<file path="src/rtl/ram_access_arbiter.sv">
// Two-port arbiter for the single-port program/data RAM: grants one requester,
// then runs the RAM's address-latch phase followed by a write or read phase.
module ram_access_arbiter #(
    parameter int ADDR_WIDTH  = 8,
    parameter int DATA_WIDTH  = 8,
    parameter int ROUND_ROBIN = 1
) (
    input  logic                  i_clk,
    input  logic                  i_nrst,
    input  logic                  i_a_req,
    input  logic                  i_a_we,
    input  logic                  i_a_sel,
    input  logic [ADDR_WIDTH-1:0] i_a_addr,
    input  logic [DATA_WIDTH-1:0] i_a_wdata,
    output logic                  o_a_ack,
    output logic [DATA_WIDTH-1:0] o_a_rdata,
    input  logic                  i_b_req,
    input  logic                  i_b_we,
    input  logic                  i_b_sel,
    input  logic [ADDR_WIDTH-1:0] i_b_addr,
    input  logic [DATA_WIDTH-1:0] i_b_wdata,
    output logic                  o_b_ack,
    output logic [DATA_WIDTH-1:0] o_b_rdata,
    output logic [ADDR_WIDTH-1:0] o_ram_address,
    output logic                  o_ram_addressEn,
    output logic [DATA_WIDTH-1:0] o_ram_writeData,
    output logic                  o_ram_writeEn,
    output logic                  o_ram_readDataSelect,
    output logic                  o_ram_outEnable,
    input  logic [DATA_WIDTH-1:0] i_ram_readData,
    output logic                  o_busy,
    output logic                  o_grant_b
);

    // Handshake: a requester raises req with stable fields and holds it until
    // the one-cycle ack; fields are sampled only at grant, in IDLE.
    typedef enum logic [1:0] {
        S_IDLE = 2'd0,
        S_ADDR = 2'd1,
        S_XFER = 2'd2,
        S_ACK  = 2'd3
    } state_t;

    state_t                r_state;
    state_t                w_next_state;
    logic                  r_owner_b;
    logic                  r_last_b;
    logic                  r_we;
    logic                  r_sel;
    logic [ADDR_WIDTH-1:0] r_addr;
    logic [DATA_WIDTH-1:0] r_wdata;
    logic [DATA_WIDTH-1:0] r_a_rdata;
    logic [DATA_WIDTH-1:0] r_b_rdata;
    logic                  w_any_req;
    logic                  w_pick_b;
    logic                  w_grant;

    always_comb begin
        w_any_req = i_a_req | i_b_req;
        w_pick_b  = i_b_req;
        if (i_a_req && i_b_req) begin
            w_pick_b = (ROUND_ROBIN != 0) ? ~r_last_b : 1'b1;
        end
        w_grant = (r_state == S_IDLE) && w_any_req;
    end

    always_ff @(posedge i_clk) begin
        if (!i_nrst) begin
            r_state <= S_IDLE;
        end else begin
            r_state <= w_next_state;
        end
    end

    always_comb begin
        w_next_state = r_state;
        case (r_state)
            S_IDLE:  if (w_any_req) w_next_state = S_ADDR;
            S_ADDR:  w_next_state = S_XFER;
            S_XFER:  w_next_state = S_ACK;
            S_ACK:   w_next_state = S_IDLE;
            default: w_next_state = S_IDLE;
        endcase
    end

    // Pointer resets to "B went last" so A wins the first tie.
    always_ff @(posedge i_clk) begin
        if (!i_nrst) begin
            r_owner_b <= 1'b0;
            r_last_b  <= 1'b1;
            r_we      <= 1'b0;
            r_sel     <= 1'b0;
            r_addr    <= '0;
            r_wdata   <= '0;
            r_a_rdata <= '0;
            r_b_rdata <= '0;
        end else begin
            if (w_grant) begin
                r_owner_b <= w_pick_b;
                r_last_b  <= w_pick_b;
                r_we      <= w_pick_b ? i_b_we  : i_a_we;
                r_sel     <= w_pick_b ? i_b_sel : i_a_sel;
                r_addr    <= w_pick_b ? i_b_addr : i_a_addr;
                // Write data only moves on writes so the bus holds the last stored value.
                if (w_pick_b ? i_b_we : i_a_we) begin
                    r_wdata <= w_pick_b ? i_b_wdata : i_a_wdata;
                end
            end
            if ((r_state == S_XFER) && !r_we) begin
                if (r_owner_b) r_b_rdata <= i_ram_readData;
                else           r_a_rdata <= i_ram_readData;
            end
        end
    end

    always_comb begin
        o_ram_address        = r_addr;
        o_ram_writeData      = r_wdata;
        o_ram_readDataSelect = r_sel;
        o_ram_addressEn      = 1'b0;
        o_ram_writeEn        = 1'b0;
        o_ram_outEnable      = 1'b0;
        o_a_ack              = 1'b0;
        o_b_ack              = 1'b0;
        o_busy               = (r_state != S_IDLE);
        o_grant_b            = (r_state != S_IDLE) && r_owner_b;
        o_a_rdata            = r_a_rdata;
        o_b_rdata            = r_b_rdata;
        case (r_state)
            S_ADDR: o_ram_addressEn = 1'b1;
            S_XFER: begin
                o_ram_writeEn   = r_we;
                o_ram_outEnable = ~r_we;
            end
            S_ACK: begin
                o_a_ack = ~r_owner_b;
                o_b_ack = r_owner_b;
            end
            default: ;
        endcase
    end

endmodule

</file>
<file path="config.mk">
export PLATFORM = sky130hd
export DESIGN_NAME = ram_access_arbiter
export DESIGN_NICKNAME = d
export VERILOG_FILES = /design/src/rtl/ram_access_arbiter.sv
export SDC_FILE = /design/constraint.sdc
export NUM_CORES = 1
export LEC_CHECK = 0
export CORE_MARGIN = 5
export CORE_UTILIZATION = 41
export CTS_BUF_LIST = sky130_fd_sc_hd__clkbuf_8
export CTS_CLUSTER_DIAMETER = 200
export DETAILED_ROUTE_END_ITERATION = 10
export PLACE_DENSITY = 0.94
export SLEW_MARGIN = 0
export SYNTH_ARGS = -nofsm -noshare
export SYNTH_HDL_FRONTEND = slang
export SYNTH_SLANG_ARGS = --single-unit
</file>
<file path="constraint.sdc">
create_clock -name i_clk -period 2 [get_ports i_clk]
set_clock_uncertainty 0.1 [all_clocks]
set_input_delay 0.4 -clock i_clk [delete_from_list [all_inputs] [get_ports i_clk]]
set_output_delay 0.4 -clock i_clk [all_outputs]
set_load 0.005 [all_outputs]
</file>
==> flow_metrics.env <==
export IMPL_cp_cell_sequence="inv_1 -> ha_1 -> clkdlybuf4s50_1"
export IMPL_dr_pass1_iters=6
export IMPL_slew_headroom_pct=81.86
export IMPL_drv_slew=0
export IMPL_whs_path_depth=2
export IMPL_die_w_um=74.80
export IMPL_dr_first_iter_drc_count=70
export IMPL_grt_pass1_vias=1714
export IMPL_syn2layout_area_growth_pct=66.21
export IMPL_reg2reg_from="r_state[0]"
export IMPL_diodes=0
export IMPL_cts_buffers=5
export IMPL_worstReg2RegEnd="o_a_rdata[1]"
export IMPL_cts_tree="built"
export IMPL_pin_count=88
export IMPL_status="finished, final reports clean"
export IMPL_nets=324
export IMPL_netlist_area_mm2=0.001722
export IMPL_cts_root_buffer="clkbuf_8"
export IMPL_hold_end="o_b_rdata[5]"
export IMPL_die_area_mm2=0.005595
export IMPL_cp_start_kind="register"
export IMPL_start_util_pct=42.73
export IMPL_finalHoldViolations=0
export IMPL_synth_seq_cells=38
export IMPL_h_tree_depth=2
export IMPL_cp_depth=3
export IMPL_tightest_slew_ns=0.2711
export IMPL_synth_warnings=0
export IMPL_core_area_mm2=0.004029
export IMPL_max_clock_freq_mhz=529.5
export IMPL_ir_worst_vdd_mv=0.5694
export IMPL_post_dp_hpwl_mm=3.512
export IMPL_min_path_type="register to register"
export IMPL_max_cap_viol_count=0
export IMPL_rsz0062_at_grt="false"
export IMPL_grt_max_degree=39
export IMPL_crit_slowest_cell="clkdlybuf4s50_1"
export IMPL_holdCritStartpoint="o_b_rdata[5]"
export IMPL_clock_sinks=38
export IMPL_place_gp_congestion=0.7776
export IMPL_ant_nets=0
export IMPL_power_leakage_nw=1.224
export IMPL_reg2reg_depth=8
export IMPL_powerDensity_mw_per_mm2=1034
export IMPL_yosysTopAreaCell="dfxtp_1"
export IMPL_clk_latency_ns=0.29
export IMPL_min_period_over_period_pct=94.44
export IMPL_worst_path_max_fanout=4
export IMPL_avgSynthCellArea_um2=9.727
export IMPL_synthTopCellsByArea="dfxtp_1 44%, mux2i_1 15%, o211a_1 5.2%"
export IMPL_syn_instance_count=177
export IMPL_row_count=23
export IMPL_critPathTopFamily="buffers and inverters"
export IMPL_yosys_area_top_type_share_pct=44.19
export IMPL_drc=0
export IMPL_grt_overflow_total=0
export IMPL_ys_types=23
export IMPL_setup_viol=0
export IMPL_place_area_mm2=0.002729
export IMPL_cpPeakStageDelay_ns=0.49
export IMPL_cp_num_buf_inv=2
export IMPL_synth_fp_nets=230
export IMPL_fin_crit_ns=1.889
export IMPL_wl_per_cell_um=14.28
export IMPL_clkTransAtPathRegs_ns=0.07
export IMPL_io_buffers=87
export IMPL_clockBufferDepth=2
export IMPL_grt_antenna_before_repair=0
export IMPL_grt_usage_pct=17.42
export IMPL_drive_gt1_share_pct=11.03
export IMPL_avgViaCountPerCell=4.991
export IMPL_cp_arrival_ns=1.39
export IMPL_grt_pass1_wl_mm=7.465
export IMPL_path_class="register to primary output"
export IMPL_crit_required_ns=1.50
export IMPL_tns_ns=0
export IMPL_drt_wl_total_mm=4.599
export IMPL_yosysSeqAreaShare_pct=44.19
export IMPL_final_cell_area_mm2=0.002861
export IMPL_die_h_um=74.80
export IMPL_r2r_setup_slack_ns=0.23
export IMPL_vias=1607
export IMPL_cts_post_setup_buffers_inserted=0
export IMPL_endpoint_kind="primary output"
[worst max path at each step]
stage	from	end	slack, ns
5_1_grt	r_state[1]	o_ram_addressEn	0.03
3_3_place_gp	i_b_req	o_ram_writeData[0]	0.007
2_1_floorplan	i_b_req	o_ram_writeData[0]	0.31
6_report	r_state[1]	o_ram_addressEn	0.11
4_1_cts	r_state[1]	o_busy	-0.03
3_5_place_dp	i_b_req	o_ram_writeData[0]	-0.06
[report_power, final]
group | leakage [nW] | switching (mW) | internal, mW
Sequential | 0.313 | 0.112 | 0.945
Combinational | 0.851 | 0.535 | 0.737
Clock | 0.0607 | 0.265 | 0.363
Total | 1.22 | 0.912 | 2.05
[through the flow]
| step | util [%] | power (mW) | hold WS (ns) | worst slack [ns] | std cells |
|---|---|---|---|---|---|
| 2_1_floorplan | - | 1.629 | 0.3600 | 0.3103 | 177 |
| 3_3_place_gp | 67.73 | 2.278 | 0.3514 | 0.006611 | 314 |
| 3_5_place_dp | 67.73 | 2.324 | 0.3564 | -0.06347 | 314 |
| 4_1_cts | 70.71 | 2.972 | 0.3667 | -0.03291 | 322 |
| 5_1_grt | 71.02 | 3.152 | 0.3822 | 0.02911 | 322 |
| 6_report | 71.02 | 2.958 | 0.3628 | 0.1113 | 322 |
[cell usage after synthesis, drive strengths merged]
library cell / count
dfxtp: 38
mux2i: 26
nand3: 16
nor2b: 14
nand2: 13
o21ai: 10
a21boi: 9
a21oi: 9
o211a: 9
clkbuf: 8
buf: 5
ha: 5
and2: 4
inv: 3
nor2: 3
a22oi: 1
a32o: 1
o211ai: 1
o21a: 1
or2b: 1
[final cells by class]
cell class,count,area [um2]
multi-input cells,123,890.9
fillers,325,1167
flip-flops and latches,38,768.2
clock inverters,3,37.54
repair buffers,100,1022
clock buffers,5,68.82
well taps,50,62.56
inverters,3,11.26
[routing by layer]
metal | global-route usage, % | part of all wire, % | wire [um] | vias to the layer above
met2 | 30.63 | 49 | 2242 | 65
li1 | - | - | - | 807
met1 | 18.64 | 40 | 1823 | 722
met4 | 7.115 | 2.5 | 113 | 0
met5 | 0 | 0 | 0 | -
met3 | 6.809 | 9.1 | 419 | 13
[what timing repair did]
item	4_1_cts	5_1_grt
hold buffers	0	0
resized for setup	11	6
pin swaps	0	0
hold endpoints to repair	0	0
endpoints found under the setup margin	6	3
cloned	0	0
[placed cells by master, fill, tap and decap left out, types with 2 or more instances in the layout]
cell type / count
clkdlybuf4s50_1: 81
dfxtp_1: 36
mux2i_1: 26
nand3_1: 16
nor2b_1: 13
nand2_1: 13
o21ai_0: 10
o211a_1: 9
a21oi_1: 9
buf_4: 9
a21boi_0: 8
clkbuf_8: 5
buf_12: 4
inv_1: 3
and2_1: 3
nor2_1: 3
ha_2: 3
dlymetal6s2s_1: 3
dlygate4sd2_1: 3
inv_2: 2
ha_1: 2
dfxtp_4: 2
[worst min-delay path: stages, from the launching register on]
cell      delay (ns)
dfxtp_1         0.31
nand2_1         0.05
a21boi_0        0.06
[cells by family after synthesis]
group | Yosys count | synth area share, %
buf+inv | 16 | 4.942
compound gates | 41 | 16.86
fa+ha+maj | 5 | 3.634
simple gates | 51 | 15.26
flops | 38 | 44.19
mux | 26 | 15.12
[flip-flops by register name, indices dropped and copies added (netlist names)]
signal                count
r_state                   2
o_ram_readDataSelect      1
r_owner_b                 1
o_ram_address             8
r_last_b                  1
o_a_rdata                 8
o_ram_writeData           8
r_we                      1
o_b_rdata                 8
(Power assumes the default switching activity.)
